==> src/rtl/ex_mem_pipe_reg_pkg.sv <==
// Shared definitions for the EX/MEM pipeline register: NZCV bit layout,
// flag-write select positions, condition encodings and the per-stage
// control bundle.
package ex_mem_pipe_reg_pkg;

  // Default widths
  localparam int DATA_WIDTH_DEF = 32;
  localparam int RA_WIDTH_DEF   = 4;
  localparam int CNT_WIDTH_DEF  = 16;

  // NZCV bit positions inside the 4-bit flag vector
  localparam int NZCV_N = 3;
  localparam int NZCV_Z = 2;
  localparam int NZCV_C = 1;
  localparam int NZCV_V = 0;

  // FlagW select bits: [1] updates N,Z and [0] updates C,V
  localparam int FLAGW_NZ = 1;
  localparam int FLAGW_CV = 0;

  // Condition field encodings; 4'hF is unused
  typedef enum logic [3:0] {
    COND_EQ = 4'h0,
    COND_NE = 4'h1,
    COND_CS = 4'h2,
    COND_CC = 4'h3,
    COND_MI = 4'h4,
    COND_PL = 4'h5,
    COND_VS = 4'h6,
    COND_VC = 4'h7,
    COND_HI = 4'h8,
    COND_LS = 4'h9,
    COND_GE = 4'hA,
    COND_LT = 4'hB,
    COND_GT = 4'hC,
    COND_LE = 4'hD,
    COND_AL = 4'hE
  } cond_e;

  // Control bundle carried from EX into MEM. flagw and aluflags are
  // shadow copies used only to build the flag commit.
  typedef struct packed {
    logic       regw;
    logic       exec;
    logic       memtoreg;
    logic [3:0] cond;
    logic [1:0] flagw;
    logic [3:0] aluflags;
  } ctrl_t;

endpackage : ex_mem_pipe_reg_pkg

==> src/rtl/ex_mem_pipe_reg_nzcv_flag_reg.sv <==
// Architectural NZCV flag register. N,Z and C,V are written as two
// independent pairs so a partial update leaves the other pair intact.
module nzcv_flag_reg
  import ex_mem_pipe_reg_pkg::*;
(
  input  logic       clk,
  input  logic       rst_n,
  input  logic       nz_en_i,
  input  logic       cv_en_i,
  input  logic [3:0] flags_i,
  output logic [3:0] flags_o
);

  logic [1:0] nz_q;
  logic [1:0] cv_q;

  // N,Z pair: cleared on reset, loaded only when its enable is set
  // NOTE: state is written with <= so every flop samples pre-edge values;
  //       a blocking = here would let later statements see the new value.
  always_ff @(posedge clk or negedge rst_n) begin
    if (!rst_n) begin
      nz_q <= 2'b00;
    end else if (nz_en_i) begin
      nz_q <= flags_i[NZCV_N:NZCV_Z];
    end
  end

  // C,V pair: cleared on reset, loaded only when its enable is set
  always_ff @(posedge clk or negedge rst_n) begin
    if (!rst_n) begin
      cv_q <= 2'b00;
    end else if (cv_en_i) begin
      cv_q <= flags_i[NZCV_C:NZCV_V];
    end
  end

  assign flags_o = {nz_q, cv_q};

endmodule : nzcv_flag_reg

==> src/rtl/ex_mem_pipe_reg.sv <==
// EX/MEM pipeline register. Captures the EX-stage result and control,
// owns the architectural NZCV flags seen by the MEM condition unit, and
// counts instructions annulled by a failed condition.
//
// Priority at each edge is Flush > Stall > capture for the incoming
// instruction. The flag commit and the annul count look only at the
// instruction leaving MEM, so Flush never blocks them; Stall does,
// because a stalled instruction has not left MEM yet.
module ex_mem_pipe_reg
  import ex_mem_pipe_reg_pkg::*;
#(
  parameter int DATA_WIDTH = DATA_WIDTH_DEF,
  parameter int RA_WIDTH   = RA_WIDTH_DEF,
  parameter int CNT_WIDTH  = CNT_WIDTH_DEF
) (
  input  logic                  CLK,
  input  logic                  RST_N,
  input  logic                  Stall,
  input  logic                  Flush,
  input  logic                  E_RegW,
  input  logic                  E_Exec,
  input  logic                  E_MemtoReg,
  input  logic [3:0]            E_Cond,
  input  logic [1:0]            E_FlagW,
  input  logic [3:0]            E_ALUFlags,
  input  logic [DATA_WIDTH-1:0] E_ALUResult,
  input  logic [DATA_WIDTH-1:0] E_WriteData,
  input  logic [RA_WIDTH-1:0]   E_WA3,
  input  logic                  M_CondEx,
  output logic                  M_RegW,
  output logic                  M_Exec,
  output logic                  M_MemtoReg,
  output logic [3:0]            M_Cond,
  output logic [3:0]            M_Flags,
  output logic [DATA_WIDTH-1:0] M_ALUResult,
  output logic [DATA_WIDTH-1:0] M_WriteData,
  output logic [RA_WIDTH-1:0]   M_WA3,
  output logic [CNT_WIDTH-1:0]  AnnulCount
);

  // ---------------------------------------------------------------------
  // Stage registers
  // ---------------------------------------------------------------------
  ctrl_t                 ctrl_d,   ctrl_q;
  logic [DATA_WIDTH-1:0] result_d, result_q;
  logic [DATA_WIDTH-1:0] wdata_d,  wdata_q;
  logic [RA_WIDTH-1:0]   wa3_d,    wa3_q;
  logic [CNT_WIDTH-1:0]  annul_d,  annul_q;

  ctrl_t e_ctrl;

  // Leaving-instruction qualifiers
  logic commit;
  logic annul;

  assign e_ctrl = '{
    regw:     E_RegW,
    exec:     E_Exec,
    memtoreg: E_MemtoReg,
    cond:     E_Cond,
    flagw:    E_FlagW,
    aluflags: E_ALUFlags
  };

  // Next-state for the MEM stage contents: bubble, hold or capture
  // NOTE: every _d gets its hold value first so no path leaves it
  //       unassigned; a missing default would infer a latch.
  always_comb begin
    ctrl_d   = ctrl_q;
    result_d = result_q;
    wdata_d  = wdata_q;
    wa3_d    = wa3_q;
    if (Flush) begin
      ctrl_d   = '0;
      result_d = '0;
      wdata_d  = '0;
      wa3_d    = '0;
    end else if (!Stall) begin
      ctrl_d   = e_ctrl;
      result_d = E_ALUResult;
      wdata_d  = E_WriteData;
      wa3_d    = E_WA3;
    end
  end

  // The instruction in MEM leaves on a non-stalled edge; whether it
  // commits flags or is counted as annulled depends on the condition unit.
  assign commit = ctrl_q.exec &  M_CondEx & ~Stall;
  assign annul  = ctrl_q.exec & ~M_CondEx & ~Stall;

  // Annulled-instruction counter, saturating at all-ones
  always_comb begin
    annul_d = annul_q;
    if (annul && (annul_q != {CNT_WIDTH{1'b1}})) begin
      annul_d = annul_q + CNT_WIDTH'(1);
    end
  end

  // Stage and counter state, cleared asynchronously
  always_ff @(posedge CLK or negedge RST_N) begin
    if (!RST_N) begin
      ctrl_q   <= '0;
      result_q <= '0;
      wdata_q  <= '0;
      wa3_q    <= '0;
      annul_q  <= '0;
    end else begin
      ctrl_q   <= ctrl_d;
      result_q <= result_d;
      wdata_q  <= wdata_d;
      wa3_q    <= wa3_d;
      annul_q  <= annul_d;
    end
  end

  // ---------------------------------------------------------------------
  // Architectural flags: written on the same edge the next instruction
  // enters MEM, so it sees the new flags without a bypass.
  // ---------------------------------------------------------------------
  nzcv_flag_reg u_flags (
    .clk     (CLK),
    .rst_n   (RST_N),
    .nz_en_i (commit & ctrl_q.flagw[FLAGW_NZ]),
    .cv_en_i (commit & ctrl_q.flagw[FLAGW_CV]),
    .flags_i (ctrl_q.aluflags),
    .flags_o (M_Flags)
  );

  // ---------------------------------------------------------------------
  // Outputs come straight from registers
  // ---------------------------------------------------------------------
  assign M_RegW      = ctrl_q.regw;
  assign M_Exec      = ctrl_q.exec;
  assign M_MemtoReg  = ctrl_q.memtoreg;
  assign M_Cond      = ctrl_q.cond;
  assign M_ALUResult = result_q;
  assign M_WriteData = wdata_q;
  assign M_WA3       = wa3_q;
  assign AnnulCount  = annul_q;

endmodule : ex_mem_pipe_reg

==> config.mk <==
export PLATFORM = sky130hd
export DESIGN_NAME = ex_mem_pipe_reg
export DESIGN_NICKNAME = d
export VERILOG_FILES = /design/src/rtl/ex_mem_pipe_reg_pkg.sv /design/src/rtl/ex_mem_pipe_reg_nzcv_flag_reg.sv /design/src/rtl/ex_mem_pipe_reg.sv
export SDC_FILE = /design/constraint.sdc
export NUM_CORES = 1
export LEC_CHECK = 0
export ABC_AREA = 0
export CORE_ASPECT_RATIO = 0.7
export CORE_MARGIN = 2
export CORE_UTILIZATION = 46
export DETAILED_ROUTE_END_ITERATION = 8
export HOLD_SLACK_MARGIN = 0.1
export PLACE_DENSITY = 0.95
export SYNTH_ARGS = -nofsm -noshare
export SYNTH_HDL_FRONTEND = slang
export SYNTH_SLANG_ARGS = --single-unit
==> constraint.sdc <==
create_clock -name CLK -period 3.95 [get_ports CLK]
set_input_delay 0.5925 -clock CLK [delete_from_list [all_inputs] [get_ports CLK]]
set_output_delay 0.5925 -clock CLK [all_outputs]
set_load 0.05 [all_outputs]
==> key figures <==
Outcome
  – Outcome: complete, no violations

Die
  – Row cnt: 29
  – Die area: 0.00991 mm2
  – Top Ports: 181
  – Initial core utilization: 0.468
  – CORE AREA: 0.00896 mm2
  – Chip Width: 118 um
  – Die Y: 83.9 um

Routing
  – Drt pass-1 iters: 4
  – Avg WL per Cell: 16.1 um
  – Total Wirelength: 10.4 mm
  – Via total after detailed routing: 3187
  – DRC viols: 0
  – Initial DRC count: 155
  – DRT antenna net count: 0
  – Drt via density: 4.94

Critical path
  – Critical path endpoint: AnnulCount[4]
  – R2r setup slk: 2.11 ns
  – Critical Path AT: 1.66 ns
  – Worst endpoint required time: 3.36 ns
  – Reg2reg path depth: 4
  – CP Depth: 1
  – CP Class: reg2out
  – CP max-delay cell: clkdlybuf4s50_1
  – CP max FO: 5
  – Critical path buffers and inverters: 1
  – Crit path from: AnnulCount[4]
  – Delay-heaviest family, CP: buffers and inverters
  – Worst R2R End: AnnulCount[1]
  – Crit-path cells: clkdlybuf4s50_1
  – Startpoint Class: flip-flop
  – Critical path's largest stage delay: 0.85 ns
  – Setup crit end kind: primary output
  – Reg2Reg Launch Point: AnnulCount[4]

Timing
  – Max Slew Vio Count: 0
  – WHS: 0.343 ns
  – Final Hold Viols: 0
  – Setup Skew: 0.00503 ns
  – Setup ws final: 1.70 ns
  – RSZ-0062 raised after global routing: false
  – Max-Slew Margin vs Limit: 0.363
  – Tcrit/Tclk final: 0.569
  – TNS Setup: 0 ns
  – Worst-Margin Slew: 0.956 ns
  – Crit path time final: 2.25 ns
  – Final setup violation count: 0
  – Fmax: 445 MHz

Logic synthesis
  – Yosys warns: 0
  – Post-Syn Area: 0.00420 mm2
  – Number of synthesized flops with an enable pin: 0
  – Post-synth ARST share: 1.00
  – Syn nets: 432
  – Distinct cells, synth: 30
  – Syn Area/Cell: 12.2 um2
  – Yosys reg bits: 101
  – Post-Synthesis Cells: 345
  – Main synth FF type: dfrtp_1
  – Seq/Total Area, Yosys: 0.602

Job
  – Max-Cap Viols: 0

GRT
  – First-pass GRT wire length: 17.0 mm
  – Grt total ovfl: 0
  – Total GRT Usage: 0.212
  – Largest net degree at the start of global routing: 63
  – Number of global-route vias before repair: 3328
  – Initial antenna violation count: 0

Clock network
  – CTS clock-pin slew for the worst setup and hold paths: 0.07 ns
  – Worst-Skew Late Latency: 0.32 ns
  – CTS sink count: 101
  – Postcts setup bufs: 0
  – Clk buf depth: 2
  – Clock root buffer: clkbuf_16
  – CTS buffer count: 9
  – Post-cts sizing count: 0
  – H-tree Lvls: 3
  – Cts hold-fix bufs: 0
  – CTS tree: yes

Place
  – Detailed placement HPWL: 7.55 mm
  – IO buf count: 180
  – Dpl ws: 1.56 ns
  – GPL Wtd Cong: 0.818
  – Post-DP Area: 0.00605 mm2

Finish
  – Register area: 0.00253 mm2
  – Ant diodes: 0
  – Area of the multi-input gates: 0.00154 mm2
  – Fin nets: 603
  – Share of layout cells above drive strength 1: 0.0557
  – # fillers: 630
  – Layout area overhead: 51.1%
  – Post-route design area: 0.00634 mm2

Pwr
  – VDD IR-drop max: 0.000238 V
  – Power per cell area: 407 mW/mm2
  – Leak pwr: 3.00 nW

Worst hold path
  – Hold Path Class: in2async
-- power breakdown --
group | switching [mW] | leakage [nW] | internal (mW)
logic | 0.365 | 1.51 | 0.241
registers | 0.0476 | 1.35 | 1.10
clock network | 0.366 | 0.135 | 0.464
total | 0.779 | 3.00 | 1.80
-- sequential cells by signal, summed over array words and instances (netlist names) --
register      flops
M_MemtoReg        1
M_ALUResult      32
ctrl_q            6
M_Cond            4
M_WA3             4
u_flags.cv_q      2
AnnulCount       16
M_WriteData      32
u_flags.nz_q      2
M_Exec            1
M_RegW            1
-- per-layer routing --
layer	vias up	routed length (um)	track usage
met3	14	771	0.0601
li1	1496	-	-
met2	145	4830	0.348
met4	0	141	0.0515
met1	1532	4610	0.280
met5	-	0	0
-- layout by cell type (no fill, tap or decap) --
master and n:
a21oi_1 3, nor4_1 1, clkinvlp_4 2, mux2i_1 81, ha_1 1, xor2_1 8
and4b_1 1, nor3_1 4, dfrtp_1 101, and3_1 3, nand4_1 2, inv_1 1
nand4b_1 3, clkbuf_8 2, nand2_1 6, nor2_1 84, clkbuf_16 9, or4_4 1
buf_2 1, and3b_1 1, clkbuf_1 1, buf_4 6, xnor2_1 5, nor3b_2 1
or3_1 1, mux2_1 1, clkinv_4 2, a21boi_1 1, mux2_2 4, nand3_1 4
nand4_4 1, clkdlybuf4s50_1 177, nor4b_1 1, a31oi_1 1
-- area by class of cell --
class | instances | share of cell area
Sequential cell | 101 | 0.399
Timing Repair Buffer | 184 | 0.287
Multi-Input combinational cell | 219 | 0.243
Clock buffer | 12 | 0.0405
Tap cell | 124 | 0.0245
Clock inverter | 4 | 0.00513
Inverter | 1 | 0.000592
-- metrics by stage --
stage | total power [mW] | cells | utilization
floorplan | 1.51 | 345 | -
detailed placement | 1.77 | 629 | 0.675
CTS | 2.61 | 645 | 0.707
finish | 2.58 | 645 | 0.707
global route | 2.69 | 645 | 0.707
global placement | 1.75 | 629 | 0.675
-- kinds of logic (layout without fill, tap and decap cells) --
logic type,after synthesis,in the layout,synth area share
buf+inv,25,201,0.0301
flops,101,101,0.602
fa+ha+maj,1,1,0.00298
mux,86,86,0.207
simple gates,114,114,0.124
compound gates,5,5,0.00686
xor+xnor,13,13,0.0271
-- worst min-delay path by stage --
stage / cells after the start / to / from
floorplan: 0 / AnnulCount[0] / RST_N
global placement: 1 / u_flags.nz_q[1] / ctrl_q[3]
detailed placement: 1 / u_flags.nz_q[1] / u_flags.nz_q[1]
CTS: 1 / M_WriteData[24] / RST_N
global route: 1 / M_WriteData[21] / RST_N
finish: 1 / M_WriteData[24] / RST_N
-- synthesized netlist by cell type, types with 4 or more instances --
| master | number | area [um2] |
|---|---|---|
| buf_2 | 8 | 40.0 |
| buf_4 | 4 | 30.0 |
| clkbuf_1 | 11 | 41.3 |
| dfrtp_1 | 101 | 2530 |
| mux2_2 | 4 | 45.0 |
| mux2i_1 | 81 | 811 |
| nand2_1 | 6 | 22.5 |
| nand3_1 | 4 | 20.0 |
| nor2_1 | 84 | 315 |
| nor3_1 | 4 | 20.0 |
| xnor2_1 | 5 | 43.8 |
| xor2_1 | 8 | 70.1 |
Note: power is estimated with default switching activity, not from simulation.
